**src/rtl/mipi_rx_lane_ctrl.sv**
```systemverilog
// MIPI CSI-2 receive lane controller: sequences the per-lane byte aligners for one
// HS burst, deskews lane lock, strips the sync word and frames a single packet.
`timescale 1ns/1ps
module mipi_rx_lane_ctrl #(
   parameter int LANES    = 2,
   parameter int MAX_SKEW = 3
) (
   input  logic               clk_i,
   input  logic               reset_i,
   input  logic               hs_active_i,
   input  logic [LANES-1:0]   lane_valid_i,
   input  logic [8*LANES-1:0] lane_byte_i,
   output logic               aligner_reset_o,
   output logic [8*LANES-1:0] byte_o,
   output logic               byte_valid_o,
   output logic               packet_done_o,
   output logic               error_o
);

   localparam int W         = 8 * LANES;
   localparam int CW        = $clog2(MAX_SKEW + 2);
   localparam int HDR_WORDS = (4 + LANES - 1) / LANES;
   localparam int HW        = (HDR_WORDS > 1) ? $clog2(HDR_WORDS) : 1;

   localparam logic [CW-1:0] CNT_MAX      = CW'(MAX_SKEW);
   localparam logic [CW-1:0] CNT_SAT      = CW'(MAX_SKEW + 1);
   localparam logic [HW-1:0] HDR_LAST     = HW'(HDR_WORDS - 1);
   localparam logic [16:0]   HDR_WORDS_17 = 17'(HDR_WORDS);
   localparam logic [16:0]   LANES_M1_17  = 17'(LANES - 1);
   localparam logic [16:0]   LANES_17     = 17'(LANES);

   typedef enum logic [2:0] {
      S_IDLE    = 3'd0,
      S_ARM     = 3'd1,
      S_SKEW    = 3'd2,
      S_HEADER  = 3'd3,
      S_PAYLOAD = 3'd4,
      S_DONE    = 3'd5,
      S_ERR     = 3'd6
   } state_t;

   state_t          state_q, state_d;
   logic [CW-1:0]   cnt_q   [LANES];
   logic [CW-1:0]   cnt_d   [LANES];
   logic [CW-1:0]   delay_q [LANES];
   logic [CW-1:0]   delay_d [LANES];
   logic [7:0]      hist_q  [LANES][MAX_SKEW];
   logic [7:0]      hist_d  [LANES][MAX_SKEW];
   logic [23:0]     hdr_q, hdr_d;
   logic [HW-1:0]   hdr_idx_q, hdr_idx_d;
   logic [16:0]     rem_q, rem_d;
   logic [W-1:0]    byte_q, byte_d;
   logic            byte_valid_q, byte_valid_d;
   logic            last_q, last_d;
   logic            packet_done_q;
   logic            error_q, error_d;
   logic            aligner_reset_q, aligner_reset_d;

   logic [W-1:0]    word_s;
   logic [23:0]     hdr_s;
   logic [16:0]     total_bytes_s, total_words_s, rem_load_s;
   logic            all_valid_s, any_valid_s, timeout_s, lane_loss_s, hdr_last_s;

   // Deskew taps, lane history shift, and running header decode (DI, WC_lo, WC_hi).
   always_comb begin
      word_s = {W{1'b0}};
      hdr_s  = hdr_q;
      for (int n = 0; n < LANES; n++) begin
         word_s[8*n +: 8] = lane_byte_i[8*n +: 8];
         for (int k = 0; k < MAX_SKEW; k++) begin
            word_s[8*n +: 8] = (delay_q[n] == CW'(k + 1)) ? hist_q[n][k] : word_s[8*n +: 8];
         end
         hist_d[n][0] = lane_byte_i[8*n +: 8];
         for (int k = 1; k < MAX_SKEW; k++) begin
            hist_d[n][k] = hist_q[n][k-1];
         end
      end
      for (int b = 0; b < 3; b++) begin
         hdr_s[8*b +: 8] = (hdr_idx_q == HW'(b / LANES)) ? word_s[8*(b % LANES) +: 8]
                                                          : hdr_s[8*b +: 8];
      end
      total_bytes_s = (hdr_s[5:0] < 6'h10) ? 17'd4 : (17'd6 + {1'b0, hdr_s[23:8]});
      total_words_s = (total_bytes_s + LANES_M1_17) / LANES_17;
      rem_load_s    = total_words_s - HDR_WORDS_17;
      hdr_last_s    = (hdr_idx_q == HDR_LAST);
      all_valid_s   = &lane_valid_i;
      any_valid_s   = |lane_valid_i;
      lane_loss_s   = ~all_valid_s;
      timeout_s     = 1'b0;
      for (int n = 0; n < LANES; n++) begin
         timeout_s = timeout_s | (cnt_q[n] > CNT_MAX);
      end
   end

   // Burst sequencing FSM: next state, lock counters and registered output values.
   always_comb begin
      state_d      = state_q;
      cnt_d        = cnt_q;
      delay_d      = delay_q;
      hdr_d        = hdr_q;
      hdr_idx_d    = hdr_idx_q;
      rem_d        = rem_q;
      byte_d       = byte_q;
      byte_valid_d = 1'b0;
      last_d       = 1'b0;
      error_d      = 1'b0;
      case (state_q)
         S_IDLE: begin
            hdr_idx_d = {HW{1'b0}};
            for (int n = 0; n < LANES; n++) begin
               cnt_d[n] = {CW{1'b0}};
            end
            if (hs_active_i) begin
               state_d = S_ARM;
            end else begin
               state_d = S_IDLE;
            end
         end
         S_ARM: begin
            if (!hs_active_i) begin
               state_d = S_IDLE;
            end else if (all_valid_s) begin
               for (int n = 0; n < LANES; n++) begin
                  delay_d[n] = {CW{1'b0}};
               end
               state_d = S_HEADER;
            end else if (any_valid_s) begin
               for (int n = 0; n < LANES; n++) begin
                  cnt_d[n] = lane_valid_i[n] ? CW'(1) : CW'(0);
               end
               state_d = S_SKEW;
            end else begin
               state_d = S_ARM;
            end
         end
         S_SKEW: begin
            for (int n = 0; n < LANES; n++) begin
               cnt_d[n] = !lane_valid_i[n] ? CW'(0) :
                          (cnt_q[n] == CNT_SAT) ? CNT_SAT : cnt_q[n] + CW'(1);
            end
            if (!hs_active_i) begin
               state_d = S_IDLE;
            end else if (timeout_s) begin
               error_d = 1'b1;
               state_d = S_ERR;
            end else if (all_valid_s) begin
               delay_d = cnt_q;
               state_d = S_HEADER;
            end else begin
               state_d = S_SKEW;
            end
         end
         S_HEADER: begin
            if (hdr_last_s && (rem_load_s == 17'd0)) begin
               byte_d       = word_s;
               byte_valid_d = 1'b1;
               last_d       = 1'b1;
               state_d      = S_DONE;
            end else if (!hs_active_i || lane_loss_s) begin
               error_d = 1'b1;
               state_d = S_IDLE;
            end else begin
               byte_d       = word_s;
               byte_valid_d = 1'b1;
               hdr_d        = hdr_s;
               if (hdr_last_s) begin
                  rem_d   = rem_load_s;
                  state_d = S_PAYLOAD;
               end else begin
                  hdr_idx_d = hdr_idx_q + HW'(1);
               end
            end
         end
         S_PAYLOAD: begin
            // The final word wins over a simultaneous HS exit.
            if (rem_q == 17'd1) begin
               byte_d       = word_s;
               byte_valid_d = 1'b1;
               last_d       = 1'b1;
               state_d      = S_DONE;
            end else if (!hs_active_i || lane_loss_s) begin
               error_d = 1'b1;
               state_d = S_IDLE;
            end else begin
               byte_d       = word_s;
               byte_valid_d = 1'b1;
               rem_d        = rem_q - 17'd1;
            end
         end
         S_DONE, S_ERR: begin
            if (!hs_active_i) begin
               state_d = S_IDLE;
            end else begin
               state_d = state_q;
            end
         end
         default: begin
            state_d = S_IDLE;
         end
      endcase
      aligner_reset_d = (state_d == S_IDLE) || (state_d == S_DONE) || (state_d == S_ERR);
   end

   // State and output registers.
   always_ff @(posedge clk_i or posedge reset_i) begin
      if (reset_i) begin
         state_q         <= S_IDLE;
         hdr_q           <= 24'h000000;
         hdr_idx_q       <= {HW{1'b0}};
         rem_q           <= 17'd0;
         byte_q          <= {W{1'b0}};
         byte_valid_q    <= 1'b0;
         last_q          <= 1'b0;
         packet_done_q   <= 1'b0;
         error_q         <= 1'b0;
         aligner_reset_q <= 1'b1;
         for (int n = 0; n < LANES; n++) begin
            cnt_q[n]   <= {CW{1'b0}};
            delay_q[n] <= {CW{1'b0}};
            for (int k = 0; k < MAX_SKEW; k++) begin
               hist_q[n][k] <= 8'h00;
            end
         end
      end else begin
         state_q         <= state_d;
         hdr_q           <= hdr_d;
         hdr_idx_q       <= hdr_idx_d;
         rem_q           <= rem_d;
         byte_q          <= byte_d;
         byte_valid_q    <= byte_valid_d;
         last_q          <= last_d;
         packet_done_q   <= last_q;
         error_q         <= error_d;
         aligner_reset_q <= aligner_reset_d;
         cnt_q           <= cnt_d;
         delay_q         <= delay_d;
         hist_q          <= hist_d;
      end
   end

   assign aligner_reset_o = aligner_reset_q;
   assign byte_o          = byte_q;
   assign byte_valid_o    = byte_valid_q;
   assign packet_done_o   = packet_done_q;
   assign error_o         = error_q;

endmodule

```
**config.mk**
```make
export PLATFORM = sky130hd
export DESIGN_NAME = mipi_rx_lane_ctrl
export DESIGN_NICKNAME = d
export VERILOG_FILES = /design/src/rtl/mipi_rx_lane_ctrl.sv
export SDC_FILE = /design/constraint.sdc
export NUM_CORES = 1
export LEC_CHECK = 0
export BUFFER_PORTS_ARGS = -buffer_cell sky130_fd_sc_hd__buf_4
export CAP_MARGIN = 20
export CORE_MARGIN = 5
export CORE_UTILIZATION = 50
export DETAILED_ROUTE_END_ITERATION = 10
export PLACE_DENSITY = 0.7
export SLEW_MARGIN = 40
export SYNTH_ARGS = -nofsm -noshare
export SYNTH_HDL_FRONTEND = slang
export SYNTH_SLANG_ARGS = --single-unit
export TNS_END_PERCENT = 20
```
**constraint.sdc**
```tcl
create_clock -name clk_i -period 11.7 [get_ports clk_i]
set_input_delay 1.755 -clock clk_i [delete_from_list [all_inputs] [get_ports clk_i]]
set_output_delay 1.755 -clock clk_i [all_outputs]
set_load 0.02 [all_outputs]
```
==> results of run 1 <==
## synth_stat cells, drive strengths merged, types with 7 or more instances
master and n:
a211oi 7, a21oi 51, a22oi 14, a31oi 16, and2 12, buf 22, clkbuf 14, dfrtp 119
ha 14, inv 38, mux2 29, mux2i 18, nand2 51, nand2b 13, nand3 25, nor2 64
nor2b 7, nor3 27, nor4 8, o21ai 46, o22a 7, o22ai 8, o31ai 7, or2 8
or3 10, xnor2 22, xor2 12
## how the worst max path moves through the flow
stage,startpoint,to
finish,lane_byte_i[9],hdr_q[5]$_DFFE_PP0P_
global route,delay_q[1]$_DFFE_PP0P_,hdr_q[5]$_DFFE_PP0P_
CTS,lane_byte_i[9],hdr_q[5]$_DFFE_PP0P_
detailed placement,lane_byte_i[9],hdr_q[5]$_DFFE_PP0P_
global placement,lane_byte_i[9],hdr_q[5]$_DFFE_PP0P_
floorplan,lane_byte_i[9],hdr_q[15]$_DFFE_PP0P_
## worst reg2reg max path, delay by kind of cell, from the launching register on
| family | cells | cell delay [ps] |
|---|---|---|
| compound gates | 5 | 1490 |
| xor+xnor | 2 | 430 |
| fa+ha+maj | 1 | 340 |
| buf+inv | 2 | 500 |
| flops | 1 | 730 |
| mux | 1 | 330 |
| simple gates | 8 | 2570 |
## metal layers
metal / GRT usage [%] / up-vias / wire, um
met5: 0 / - / 0
li1: - / 2881 / -
met3: 5.00 / 44 / 927
met4: 9.13 / 0 / 493
met2: 37.0 / 186 / 8680
met1: 29.5 / 2974 / 7900
## sequential cells by signal (all words and copies together) (netlist names)
| register | flops |
|---|---|
| hist_d | 32 |
| hdr_q | 18 |
| rem_q | 17 |
| byte_o | 16 |
| hist_q | 16 |
| cnt_q | 6 |
| delay_q | 6 |
| state_q | 3 |
| aligner_reset_o | 1 |
| byte_valid_o | 1 |
| error_o | 1 |
| hdr_idx_q | 1 |
| last_q | 1 |
| packet_done_o | 1 |
## cells by family (layout without fill, tap and decap cells)
group	Yosys count	after routing	synth area share, %
multiplexers	47	47	6.96
XOR/XNOR	35	35	4.71
AO/OA/AOI/OAI	209	209	20.3
AND/OR/NAND/NOR	267	267	19.7
adder cells (fa/ha/maj)	14	14	2.41
buffers and inverters	75	117	4.71
flip-flops	120	120	41.3
## final cells by class
class                           instances  area [um^2]  area share (%)
Clock buffer                           18          429            5.17
Clock inverter                         13          195            2.35
Inverter                               39          149            1.79
Multi-Input combinational cell        572         3940            47.4
Sequential cell                       120         3000            36.2
Tap cell                              184          230            2.77
Timing Repair Buffer                   47          357            4.30
## report_power, final
group	total (mW)	leakage, nW	internal (mW)	switching, mW
Clock	0.559	0.299	0.358	0.200
Sequential	0.622	1.46	0.509	0.113
Combinational	1.17	1.69	0.478	0.692
Total	2.35	3.45	1.35	1.01
## per-stage QoR
step                      instance area, um^2  setup slack (ps)  hold slack [ps]  std cells
after global routing                     8300              4830              359        993
after floorplan                          7280              5570              331        767
final                                    8300              5170              346        993
after CTS                                8300              5220              348        993
after global placement                   7670              5010              341        962
after detailed placement                 7670              4790              336        962
==> metrics.cfg, run 1 <==
[run_status]
status = finished, final reports clean

[routing]
drt_first_iter_violations = 653
wirelength_um = 18000
drt_pass1_iterations = 7
num_vias = 6085
drcViolationCount = 0
antenna_left = 0
wl_per_cell_um = 18.1
vias_per_cell = 6.13

[critical_path]
timing.rr.start = delay_q[1]$_DFFE_PP0P_
r2r_end = hdr_q[5]$_DFFE_PP0P_
slowest_stage = or3_1
required_ps = 12000
path_depth = 19
start_kind = primary input
worst-r2r-setup-slack_ps = 5210
critPathBufInv = 3
crit_family = simple AND/OR/NAND/NOR gates
worstPathCellList = buf_4 -> a22oi_1 -> a22oi_1 -> inv_1 -> ha_1 -> a211oi_1 -> nand2_1 -> xor2_1 -> or3_1 -> o211a_1 -> or2_1 -> nor3b_2 -> nand3_1 -> xnor2_2 -> and3_2 -> a211oi_4 -> buf_4 -> and2_1 -> mux2_1
endpoint_kind = register
path_class = in -> reg
crit_arrival_ps = 6830
rr_worst_depth = 19
slowest_delay_ps = 470
cp_max_fo = 24

[layout]
drive_gt1_share_pct = 15.3
final_core_util_pct = 57.5
n_antenna_cell = 0
final_common_cell = dfrtp_1
num-fill-cells = 1255
fin_nets = 832
areaGrowthSynthToFinish_pct = 14.0
layout_common_cells = dfrtp_1 (119), nor2_1 (64), nand2_1 (51)

[worst_hold_path]
min_to = packet_done_o$_DFF_PP0_
hold_path.class = reg -> reg
hold_depth = 0
hp-start = last_q$_DFF_PP0_

[die]
start_util_pct = 50.5
dieArea_um2 = 17100
ios = 41
fp.dieW_um = 131
die_h_um = 131
core_um2 = 14400
fp-row-count = 44

[yosys]
synth.yosys.warnings = 0
netlist_area_um2 = 7280
synth_area_leaders = dfrtp_1 (41%), a21oi_1 (3.4%), nor2_1 (3.3%)
synth_edf_count = 0
syn_avg_cell_area_um2 = 9.49
syn_nets = 802
yosysTopAreaCell = dfrtp_1
synthArstFlopShare_pct = 100
yosys_register_bits = 120
yosysSeqAreaShare_pct = 41.3
synth_flop_cell = dfrtp_1
synth_cell_types = 93
synth_top_area_share_pct = 40.9
netlist_instances = 767

[power_and_ir_drop]
ir_worst_vdd_mv = 0.173
total_power_mw = 2.35
cellPowerDensity_nw_per_um2 = 283
p_leak_nw = 3.45

[clock_network]
clk_pin_slew_ps = 60
cts_setup_buffers = 0
ctsResizeCount = 0
clockBufferDepth = 2
htree_levels = 4
cts.sinks = 120
cts_tree = built
cts_hold_buf = 0
clock_latency_ps = 420
cts_root_buf = clkbuf_16
cts_made_buffers = 17

[grt]
antenna_found_initial = 0
gr-usage-all-layers_pct = 22.7
grt_start_max_net_pins = 64
grt_pass1_vias = 6141
grt_first_pass_wirelength_um = 30600
grt.overflow.total = 0

[run]
cap_viol_max_count = 0

[timing]
tightest_slew_ps = 792
min_period_ps = 6530
drv_slew = 0
grt_setup_unrepaired = false
period_share_pct = 55.8
setup_violations = 0
slew_headroom_pct = 46.8
fin_setup_tns_ps = 0
max_freq_mhz = 153
finalHoldViolations = 0
fin_skew_ps = 8.08

[placement]
portBuffers = 40
routabilityCongestion = 0.902
dpl.hpwl_um = 12900

(Power assumes the default switching activity.)
==> inputs of run 2 (changes only) <==
- PLACE_DENSITY: 0.7 -> 0.73
- clock period: 11.7 -> 5.95 ns (I/O delays scaled with it)
==> run 2 against run 1 <==
- worst setup slack lost 4700 ps
- die area is the same
- sequential cell count is the same
- largest cell class unchanged
- largest power group unchanged
- highest routed layer unchanged
==> metrics.cfg, run 2 (same netlist as run 1, synthesis figures left out) <==
[timing]
tightest_slew_ps = 779  ; was 792 ps
finalHoldViolations = 0  ; unchanged
period_share_pct = 91.7
slew_headroom_pct = 47.7  ; was 46.8%
hold-worst-slack_ps = 342  ; was 346 ps
drv_slew = 0  ; unchanged
fin_ws_ps = 495  ; was 5170 ps
grt_setup_unrepaired = false  ; unchanged
setup_violations = 0  ; unchanged
fin_setup_tns_ps = 0  ; unchanged
fin_skew_ps = 9.33  ; was 8.08 ps
min_period_ps = 5460
max_freq_mhz = 183

[critical_path]
endpoint_kind = register  ; unchanged
rr_worst_depth = 19  ; unchanged
required_ps = 6250  ; was 12000 ps
path_class = reg -> reg  ; was in -> reg
slowest_delay_ps = 500  ; was 470 ps
start_kind = register  ; was primary input
timing.rr.start = delay_q[0]$_DFFE_PP0P_  ; was delay_q[1]$_DFFE_PP0P_
critPathBufInv = 3  ; unchanged
worstPathCellList = and3b_1 -> a22oi_1 -> a22oi_2 -> inv_1 -> ha_1 -> a211oi_1 -> buf_4 -> nand3_1 -> nor4_1 -> mux2i_2 -> nand3_1 -> a2111oi_4 -> xnor2_1 -> or3_1 -> mux2i_1 -> or2_2 -> a211oi_4 -> buf_4 -> mux2_1  ; was buf_4 -> a22oi_1 -> a22oi_1 -> inv_1 -> ha_1 -> a211oi_1 -> nand2_1 -> xor2_1 -> or3_1 -> o211a_1 -> or2_1 -> nor3b_2 -> nand3_1 -> xnor2_2 -> and3_2 -> a211oi_4 -> buf_4 -> and2_1 -> mux2_1
crit_arrival_ps = 5760  ; was 6830 ps
cp_max_fo = 13  ; was 24
r2r_end = hdr_q[8]$_DFFE_PP0P_  ; was hdr_q[5]$_DFFE_PP0P_
crit_family = simple AND/OR/NAND/NOR gates  ; unchanged
slowest_stage = dfrtp_2  ; was or3_1
worst-r2r-setup-slack_ps = 490  ; was 5210 ps

[layout]
largest_reg_flops = 32  ; unchanged
final_area_um2 = 8380  ; was 8300 um^2
final_core_util_pct = 58.1  ; was 57.5%
num-fill-cells = 1250  ; was 1255
fin_nets = 841  ; was 832
layout_common_cells = dfrtp_1 (117), nor2_1 (64), buf_4 (54)  ; was dfrtp_1 (119), nor2_1 (64), nand2_1 (51)
final_common_cell = dfrtp_1  ; unchanged
drive_gt1_share_pct = 17.1  ; was 15.3%
n_antenna_cell = 0  ; unchanged
final_cells = 1003  ; was 993
areaGrowthSynthToFinish_pct = 15.1  ; was 14.0%

[routing]
vias_per_cell = 6.13  ; about the same
wirelength_um = 17900  ; was 18000 um
wl_per_cell_um = 17.8  ; was 18.1 um
drt_first_iter_violations = 487  ; was 653
num_vias = 6152  ; was 6085
drt_pass1_iterations = 5  ; was 7
drcViolationCount = 0  ; unchanged
antenna_left = 0  ; unchanged

[power_and_ir_drop]
p_leak_nw = 3.50  ; was 3.45 nW
sequentialPowerShare_pct = 25.8  ; was 26.5%
cellPowerDensity_nw_per_um2 = 550  ; was 283 nW/um^2
power.switching_mw = 2.00  ; was 1.01 mW
clkPwrFrac_pct = 22.1  ; was 23.8%
ir_worst_vdd_mv = 0.286  ; was 0.173 mV
p_int_mw = 2.61  ; was 1.35 mW
p_sw_share_pct = 43.3  ; was 42.8%
total_power_mw = 4.61  ; was 2.35 mW
comb_power_share_pct = 52.0  ; was 49.8%

[die]
fp.dieW_um = 131  ; unchanged
die_h_um = 131  ; unchanged
ios = 41  ; unchanged
start_util_pct = 50.5  ; unchanged
core_um2 = 14400  ; unchanged
dieArea_um2 = 17100  ; unchanged
fp-row-count = 44  ; unchanged

[worst_hold_path]
min_to = packet_done_o$_DFF_PP0_  ; unchanged
hp-start = last_q$_DFF_PP0_  ; unchanged
hold_path.class = reg -> reg  ; unchanged
hold_depth = 0  ; unchanged

[clock_network]
clockBufferDepth = 2  ; unchanged
htree_levels = 4  ; unchanged
ctsResizeCount = 0  ; unchanged
clk_pin_slew_ps = 60  ; about the same
cts.sinks = 120  ; unchanged
cts_setup_buffers = 0  ; unchanged
cts_made_buffers = 17  ; unchanged
cts_tree = built  ; unchanged
clock_latency_ps = 420  ; about the same
cts_root_buf = clkbuf_16  ; unchanged
cts_hold_buf = 0  ; unchanged

[grt]
grt_pass1_vias = 6208  ; was 6141
grt_first_pass_wirelength_um = 30300  ; was 30600 um
gr-usage-all-layers_pct = 22.3  ; was 22.7%
antenna_found_initial = 0  ; unchanged
grt.overflow.total = 0  ; unchanged
grt_start_max_net_pins = 74  ; was 64

[placement]
place_ws_ps = 276  ; was 4790 ps
dp.cells = 971  ; was 962
place_area_um2 = 7760  ; was 7670 um^2
dpl.hpwl_um = 13000  ; was 12900 um
portBuffers = 40  ; unchanged
routabilityCongestion = 0.909  ; was 0.902

[run]
cap_viol_max_count = 0  ; unchanged

[run_status]
status = finished, final reports clean  ; unchanged

## run 2: cell count changes in the layout (fill, tap and decap cells not counted), moves of 2 or more
| cell | delta |
|---|---|
| buf_4 | +8 |
| a22oi_2 | +2 |
| dfrtp_1 | -2 |
| dfrtp_2 | +2 |
| a22oi_1 | -2 |
| clkinv_4 | +3 |
| buf_12 | +2 |
| bufinv_16 | -2 |
## run 2: worst max path at each step
stage	startpoint	end	slack (ps)	cells after the start
global placement	delay_q[0]$_DFFE_PP0P_	hdr_q[21]$_DFFE_PP0P_	420	19
global route	delay_q[0]$_DFFE_PP0P_	rem_q[8]$_DFFE_PP0P_	10	19
CTS	delay_q[0]$_DFFE_PP0P_	hdr_q[13]$_DFFE_PP0P_	250	19
floorplan	delay_q[1]$_DFFE_PP0P_	hdr_q[15]$_DFFE_PP0P_	680	22
detailed placement	delay_q[0]$_DFFE_PP0P_	hdr_q[8]$_DFFE_PP0P_	280	19
finish	delay_q[0]$_DFFE_PP0P_	hdr_q[8]$_DFFE_PP0P_	490	19
## run 2: layer usage
layer  global-route usage, %  routed length (um)  vias to the layer above
met3                    4.59                 955                       43
met5                       0                   0                        -
met1                    29.6                7930                     3007
li1                        -                   -                     2891
met4                    9.26                 513                        0
met2                    35.9                8470                      211
## run 2: cell type report
cell class	instances	area (um^2)	share of cell area, %
Clock buffer	20	447	5.33
Multi-Input combinational cell	572	3960	47.2
Tap cell	184	230	2.75
Timing Repair Buffer	56	445	5.32
Sequential cell	120	3010	35.9
Inverter	39	151	1.81
Clock inverter	12	143	1.70
## run 2: power by group through the flow
stage / logic, mW / clock network [mW] / registers (mW)
floorplan: 1.77 / 0 / 1.18
global placement: 2.31 / 0 / 1.18
detailed placement: 2.36 / 0 / 1.20
CTS: 2.38 / 1.04 / 1.18
global route: 2.64 / 1.07 / 1.22
finish: 2.40 / 1.02 / 1.19
